[config.mk]
export PLATFORM = sky130hd
export DESIGN_NAME = pc_fetch_seq_flat
export DESIGN_NICKNAME = d
export VERILOG_FILES = /design/src/rtl/pc_fetch_seq_if.sv /design/src/rtl/pc_fetch_seq.sv /design/src/flat_wrapper.sv
export SDC_FILE = /design/constraint.sdc
export NUM_CORES = 1
export LEC_CHECK = 0
export ABC_AREA = 1
export CAP_MARGIN = 20
export CORE_ASPECT_RATIO = 1.5
export CORE_MARGIN = 3
export CORE_UTILIZATION = 25
export CTS_BUF_LIST = sky130_fd_sc_hd__clkbuf_4
export DETAILED_ROUTE_END_ITERATION = 10
export GPL_TIMING_DRIVEN = 0
export SYNTH_ARGS = -nofsm -noshare
export SYNTH_HDL_FRONTEND = slang
export SYNTH_SLANG_ARGS = --single-unit
export TNS_END_PERCENT = 100
[constraint.sdc]
create_clock -name clk -period 1.4 [get_ports clk]
set_clock_uncertainty 0.15 [all_clocks]
set_input_delay 0.35 -clock clk [delete_from_list [all_inputs] [get_ports clk]]
set_output_delay 0.35 -clock clk [all_outputs]
set_load 0.05 [all_outputs]
[src/rtl/pc_fetch_seq_if.sv]
// Bus between the fetch sequencer and its datapath neighbours:
// the next-address mux, the decoder, instruction memory and the IR.
//
// Handshake: mem_req is the request and mem_ack is the response. mem_req is
// high for every cycle the sequencer sits in FETCH with pc stable. The
// transfer completes on the first rising edge where both are high. ir_load
// marks that cycle. mem_ack has no meaning while mem_req is low.
interface pc_fetch_seq_if;
    logic [3:0] next_addr;
    logic       halt;
    logic       mem_ack;
    logic [3:0] pc;
    logic [3:0] incre_output;
    logic       mem_req;
    logic       ir_load;
    logic       exec_en;
    logic [1:0] state;
    logic       fetch_err;

    // Environment side: drives next address, halt and memory ack.
    modport master (
        output next_addr, halt, mem_ack,
        input  pc, incre_output, mem_req, ir_load, exec_en, state, fetch_err
    );

    // Sequencer side.
    modport slave (
        input  next_addr, halt, mem_ack,
        output pc, incre_output, mem_req, ir_load, exec_en, state, fetch_err
    );
endinterface

[src/rtl/pc_fetch_seq.sv]
// Program counter and fetch/decode/execute sequencer.
// Each instruction passes through FETCH (wait for memory), DECODE and
// EXECUTE. A FETCH cycle with no ack advances a wait counter. If no ack
// arrives within TIMEOUT FETCH cycles, the sequencer parks in HALT with a
// sticky error flag. Only reset leaves HALT.
// The legal range for TIMEOUT is 2..16. The 4-bit counter holds TIMEOUT-1.
module pc_fetch_seq #(
    parameter int TIMEOUT = 8
) (
    input logic           clk,
    input logic           rst,
    pc_fetch_seq_if.slave bus
);

    typedef enum logic [1:0] {
        S_FETCH   = 2'b00,
        S_DECODE  = 2'b01,
        S_EXECUTE = 2'b10,
        S_HALT    = 2'b11
    } state_t;

    // The timeout fires when the counter reaches this value and mem_ack is
    // still low. That FETCH cycle is the TIMEOUT-th one without an ack.
    localparam logic [3:0] WAIT_LAST = 4'(TIMEOUT - 1);

    state_t     state_q, state_d;
    logic [3:0] pc_q, pc_d;
    logic [3:0] wait_q, wait_d;
    logic       err_q, err_d;

    // Next-state logic. An ack in the last FETCH cycle takes priority over
    // the timeout. next_addr and halt are used only in EXECUTE.
    always_comb begin
        state_d = state_q;
        pc_d    = pc_q;
        wait_d  = wait_q;
        err_d   = err_q;
        unique case (state_q)
            S_FETCH: begin
                if (bus.mem_ack) begin
                    state_d = S_DECODE;
                end else if (wait_q == WAIT_LAST) begin
                    state_d = S_HALT;
                    err_d   = 1'b1;
                end else begin
                    wait_d = wait_q + 4'd1;
                end
            end
            S_DECODE: begin
                state_d = S_EXECUTE;
            end
            S_EXECUTE: begin
                if (bus.halt) begin
                    state_d = S_HALT;
                end else begin
                    state_d = S_FETCH;
                    pc_d    = bus.next_addr;
                    wait_d  = 4'd0;
                end
            end
            S_HALT: begin
                state_d = S_HALT;
            end
            default: begin
                state_d = S_FETCH;
            end
        endcase
    end

    // State registers. Reset is asynchronous, so reset aborts any
    // instruction in flight.
    always_ff @(posedge clk or posedge rst) begin
        if (rst) begin
            state_q <= S_FETCH;
            pc_q    <= 4'd0;
            wait_q  <= 4'd0;
            err_q   <= 1'b0;
        end else begin
            state_q <= state_d;
            pc_q    <= pc_d;
            wait_q  <= wait_d;
            err_q   <= err_d;
        end
    end

    // Outputs are decoded from the registered state. The one exception is
    // ir_load, which also follows mem_ack in the same cycle.
    assign bus.pc           = pc_q;
    assign bus.incre_output = pc_q + 4'd1;
    assign bus.mem_req      = (state_q == S_FETCH);
    assign bus.ir_load      = (state_q == S_FETCH) && bus.mem_ack;
    assign bus.exec_en      = (state_q == S_EXECUTE);
    assign bus.state        = state_q;
    assign bus.fetch_err    = err_q;

endmodule

[src/flat_wrapper.sv]
// flat-port wrapper written by rule: the top's interface ports become plain ports
module pc_fetch_seq_flat 
#(
    parameter int TIMEOUT = 8
)
  (clk, rst, bus_next_addr, bus_halt, bus_mem_ack, bus_pc, bus_incre_output, bus_mem_req, bus_ir_load, bus_exec_en, bus_state, bus_fetch_err);
  pc_fetch_seq_if bus_i ();
  input logic clk;
  input logic rst;
  input wire logic [$bits(bus_i.next_addr)-1:0] bus_next_addr;
  input wire logic [$bits(bus_i.halt)-1:0] bus_halt;
  input wire logic [$bits(bus_i.mem_ack)-1:0] bus_mem_ack;
  output wire logic [$bits(bus_i.pc)-1:0] bus_pc;
  output wire logic [$bits(bus_i.incre_output)-1:0] bus_incre_output;
  output wire logic [$bits(bus_i.mem_req)-1:0] bus_mem_req;
  output wire logic [$bits(bus_i.ir_load)-1:0] bus_ir_load;
  output wire logic [$bits(bus_i.exec_en)-1:0] bus_exec_en;
  output wire logic [$bits(bus_i.state)-1:0] bus_state;
  output wire logic [$bits(bus_i.fetch_err)-1:0] bus_fetch_err;
  assign bus_i.next_addr = bus_next_addr;
  assign bus_i.halt = bus_halt;
  assign bus_i.mem_ack = bus_mem_ack;
  assign bus_pc = bus_i.pc;
  assign bus_incre_output = bus_i.incre_output;
  assign bus_mem_req = bus_i.mem_req;
  assign bus_ir_load = bus_i.ir_load;
  assign bus_exec_en = bus_i.exec_en;
  assign bus_state = bus_i.state;
  assign bus_fetch_err = bus_i.fetch_err;
  pc_fetch_seq #(.TIMEOUT(TIMEOUT)) u_core (.clk(clk), .rst(rst), .bus(bus_i));
endmodule
==> impl_metrics.env <==
export IMPL_pwr_share_clk=0.088
export IMPL_p_total_w=0.002830
export IMPL_syn_area_per_cell_um2=8.891
export IMPL_switching_share=0.4849
export IMPL_grt_max_degree=12
export IMPL_setup_viol_count_final=11
export IMPL_diodes=0
export IMPL_cts_hold_buffers=0
export IMPL_dp_hpwl_um=1077
export IMPL_combPwrFrac=0.692
export IMPL_fin_util=0.5624
export IMPL_rows=20
export IMPL_rsz0062_at_grt="true"
export IMPL_core_area_um2=2127
export IMPL_syn_nets=76
export IMPL_synth_cell_types=19
export IMPL_dieArea_um2=2976
export IMPL_end_kind="output pin"
export IMPL_ant_nets=0
export IMPL_period_minus_slack_ns=1.779
export IMPL_clk_pin_slew_worst_paths_ns=0.08
export IMPL_drc_errors=0
export IMPL_status="complete, but fails checks"
export IMPL_ioPinCount=22
export IMPL_critPathRequiredTime_ns=0.90
export IMPL_design_area_um2=1196
export IMPL_via_per_inst=4.672
export IMPL_placed_cell_area_um2=925.9
export IMPL_cap_violations=0
export IMPL_drtIter0Drc=5
export IMPL_slew_headroom=0.7113
export IMPL_hold_class="input port to async pin"
export IMPL_cts_sinks=11
export IMPL_irDropWorstVdd_uv=864.0
export IMPL_numCtsBuffers=3
export IMPL_drtPass1Iterations=4
export IMPL_ff2ff_path_depth=6
export IMPL_initial_core_util=0.2759
export IMPL_leakagePower_nw=0.5403
export IMPL_drt_wl_total_um=1731
export IMPL_num_vias=626
export IMPL_synthTopCellsByArea="dfrtp_1 (47%), nand2_1 (7.7%), o21ai_2 (7.5%)"
export IMPL_drive_gt1_frac=0.6696
export IMPL_grt_pass1_wl_um=2918
export IMPL_area_growth_pct=103.8
export IMPL_track_usage=0.1380
export IMPL_slew_violations=0
export IMPL_cts_buffer_depth=2
export IMPL_grt_pass1_vias=667
export IMPL_cts_tree="done"
export IMPL_seq_area_frac_synth=0.4691
export IMPL_worstMarginPinSlew_ns=0.4326
export IMPL_routabilityCongestion=0.7632
export IMPL_layout_common_cells="buf_4 (18), buf_6 (9), nand2_1 (8), clkdlybuf4s50_1 (7), buf_8 (7)"
export IMPL_stdcell_count=134
export IMPL_antenna_found_initial=0
export IMPL_powerDensity_nw_per_um2=2366
export IMPL_seqPwrFrac=0.220
export IMPL_wl_per_cell_um=12.92
export IMPL_synth_largest_area_cell="dfrtp_1"
export IMPL_io_buffers=21
export IMPL_crit_type="register to output pin"
export IMPL_fin_ws_ns=-0.3788
export IMPL_synth_area_um2=586.8
export IMPL_netlist_area_leader_share=0.4691
export IMPL_postSynthCellCount=66
export IMPL_final_common_cell="buf_4"
export IMPL_overflow=0
export IMPL_die_width_um=45.56
export IMPL_whs_ns=0.2123
export IMPL_violations="setup timing"
export IMPL_die_h_um=65.34
export IMPL_worstPathArrival_ns=1.28
export IMPL_fmax_mhz=562.2
export IMPL_p_switching_w=0.001372
export IMPL_htreeDepth=1
export IMPL_dp_cells=109
export IMPL_ys_ff_latch=11
export IMPL_p_int_w=0.001458
export IMPL_ys_warnings_count=0
export IMPL_fin_crit_sh=1.271
export IMPL_worstPathMaxFanout=4
export IMPL_hold_viol_final=0
export IMPL_root_buffer="clkbuf_4"
export IMPL_start_kind="register"
export IMPL_nets=123
export IMPL_clk_latency_ns=0.28
==> per-stage QoR <==
step           setup WS [ns]  TNS, ns
2_1_floorplan        -0.4090   -2.026
3_3_place_gp         -0.8488   -8.330
3_5_place_dp         -0.8601   -8.404
4_1_cts              -0.3942   -2.457
5_1_grt              -0.4036   -3.077
6_report             -0.3788   -2.720
==> final timing paths <==
check	from	end	slack [ns]
worst max-delay path	u_core.bus.pc[0]	bus_incre_output[2]	-0.38
worst min-delay path	rst	u_core.wait_q[3]	0.21
worst max register to register	u_core.bus.state[1]	u_core.wait_q[0]	0.04
worst min register to register	u_core.bus.fetch_err	u_core.bus.fetch_err	0.33
max in group asynchronous	rst	u_core.bus.pc[2]	0.55
min in group clk	u_core.bus.fetch_err	u_core.bus.fetch_err	0.33
==> power groups by stage <==
stage / clock, W / combinational (W) / sequential (W)
after floorplan: 0 / 0.000876 / 0.000869
after CTS: 0.000256 / 0.00183 / 0.000624
final: 0.000250 / 0.00196 / 0.000623
after global routing: 0.000272 / 0.00208 / 0.000641
after global placement: 0 / 0.00146 / 0.000643
after detailed placement: 0 / 0.00147 / 0.000651
==> cells in the mapped netlist, drive strengths merged <==
| library cell | number |
|---|---|
| nand4 | 1 |
| nor2 | 5 |
| ha | 2 |
| or2 | 2 |
| a31o | 1 |
| inv | 11 |
| o21a | 1 |
| xor2 | 2 |
| dfrtp | 11 |
| a21oi | 2 |
| nand2 | 16 |
| nand3 | 7 |
| o21ai | 5 |
==> flip-flops by register name (all words and copies together) (netlist names) <==
name / flops
u_core.bus.fetch_err: 1
u_core.bus.pc: 4
u_core.bus.state: 2
u_core.wait_q: 4
==> metal layers <==
layer | part of all wire | track usage | wire, um | vias to the layer above
li1 | - | - | - | 302
met1 | 0.34 | 0.1265 | 582 | 302
met2 | 0.58 | 0.2587 | 1011 | 17
met3 | 0.051 | 0.01644 | 89 | 5
met4 | 0.027 | 0.09524 | 47 | 0
met5 | 0 | 0 | 0 | -
==> kinds of logic (layout without fill, tap and decap cells) <==
group,after synthesis,in the layout,share of synthesized area
and+or+nand+nor,31,32,0.2687
DFF,11,11,0.4691
buffers and inverters,11,56,0.07036
AOI/OAI and AO/OA,9,9,0.1194
adders and majority gates,2,2,0.04264
xor gates and xnor gates,2,2,0.02986
==> worst max-delay path: stages (launching register included) <==
cell and delay [ns]:
dfrtp_4 0.52, ha_4 0.19, xor2_4 0.14, buf_6 0.15
==> area by class of cell <==
class	count	area, um2
fillers	186	930.9
repair buffers	41	411.6
multi-input cells	45	391.6
flip-flops and latches	11	287.8
inverters	11	47.55
clock buffers	4	30.03
well taps	22	27.53
==> repair_timing <==
action,4_1_cts,5_1_grt
setup buffers,12,8
resized for setup,104,10
gates cloned,1,0
pin swaps,5,6
setup endpoints to repair,20,18
hold endpoints to repair,0,0
No activity file was read; power rests on OpenSTA's default activity.
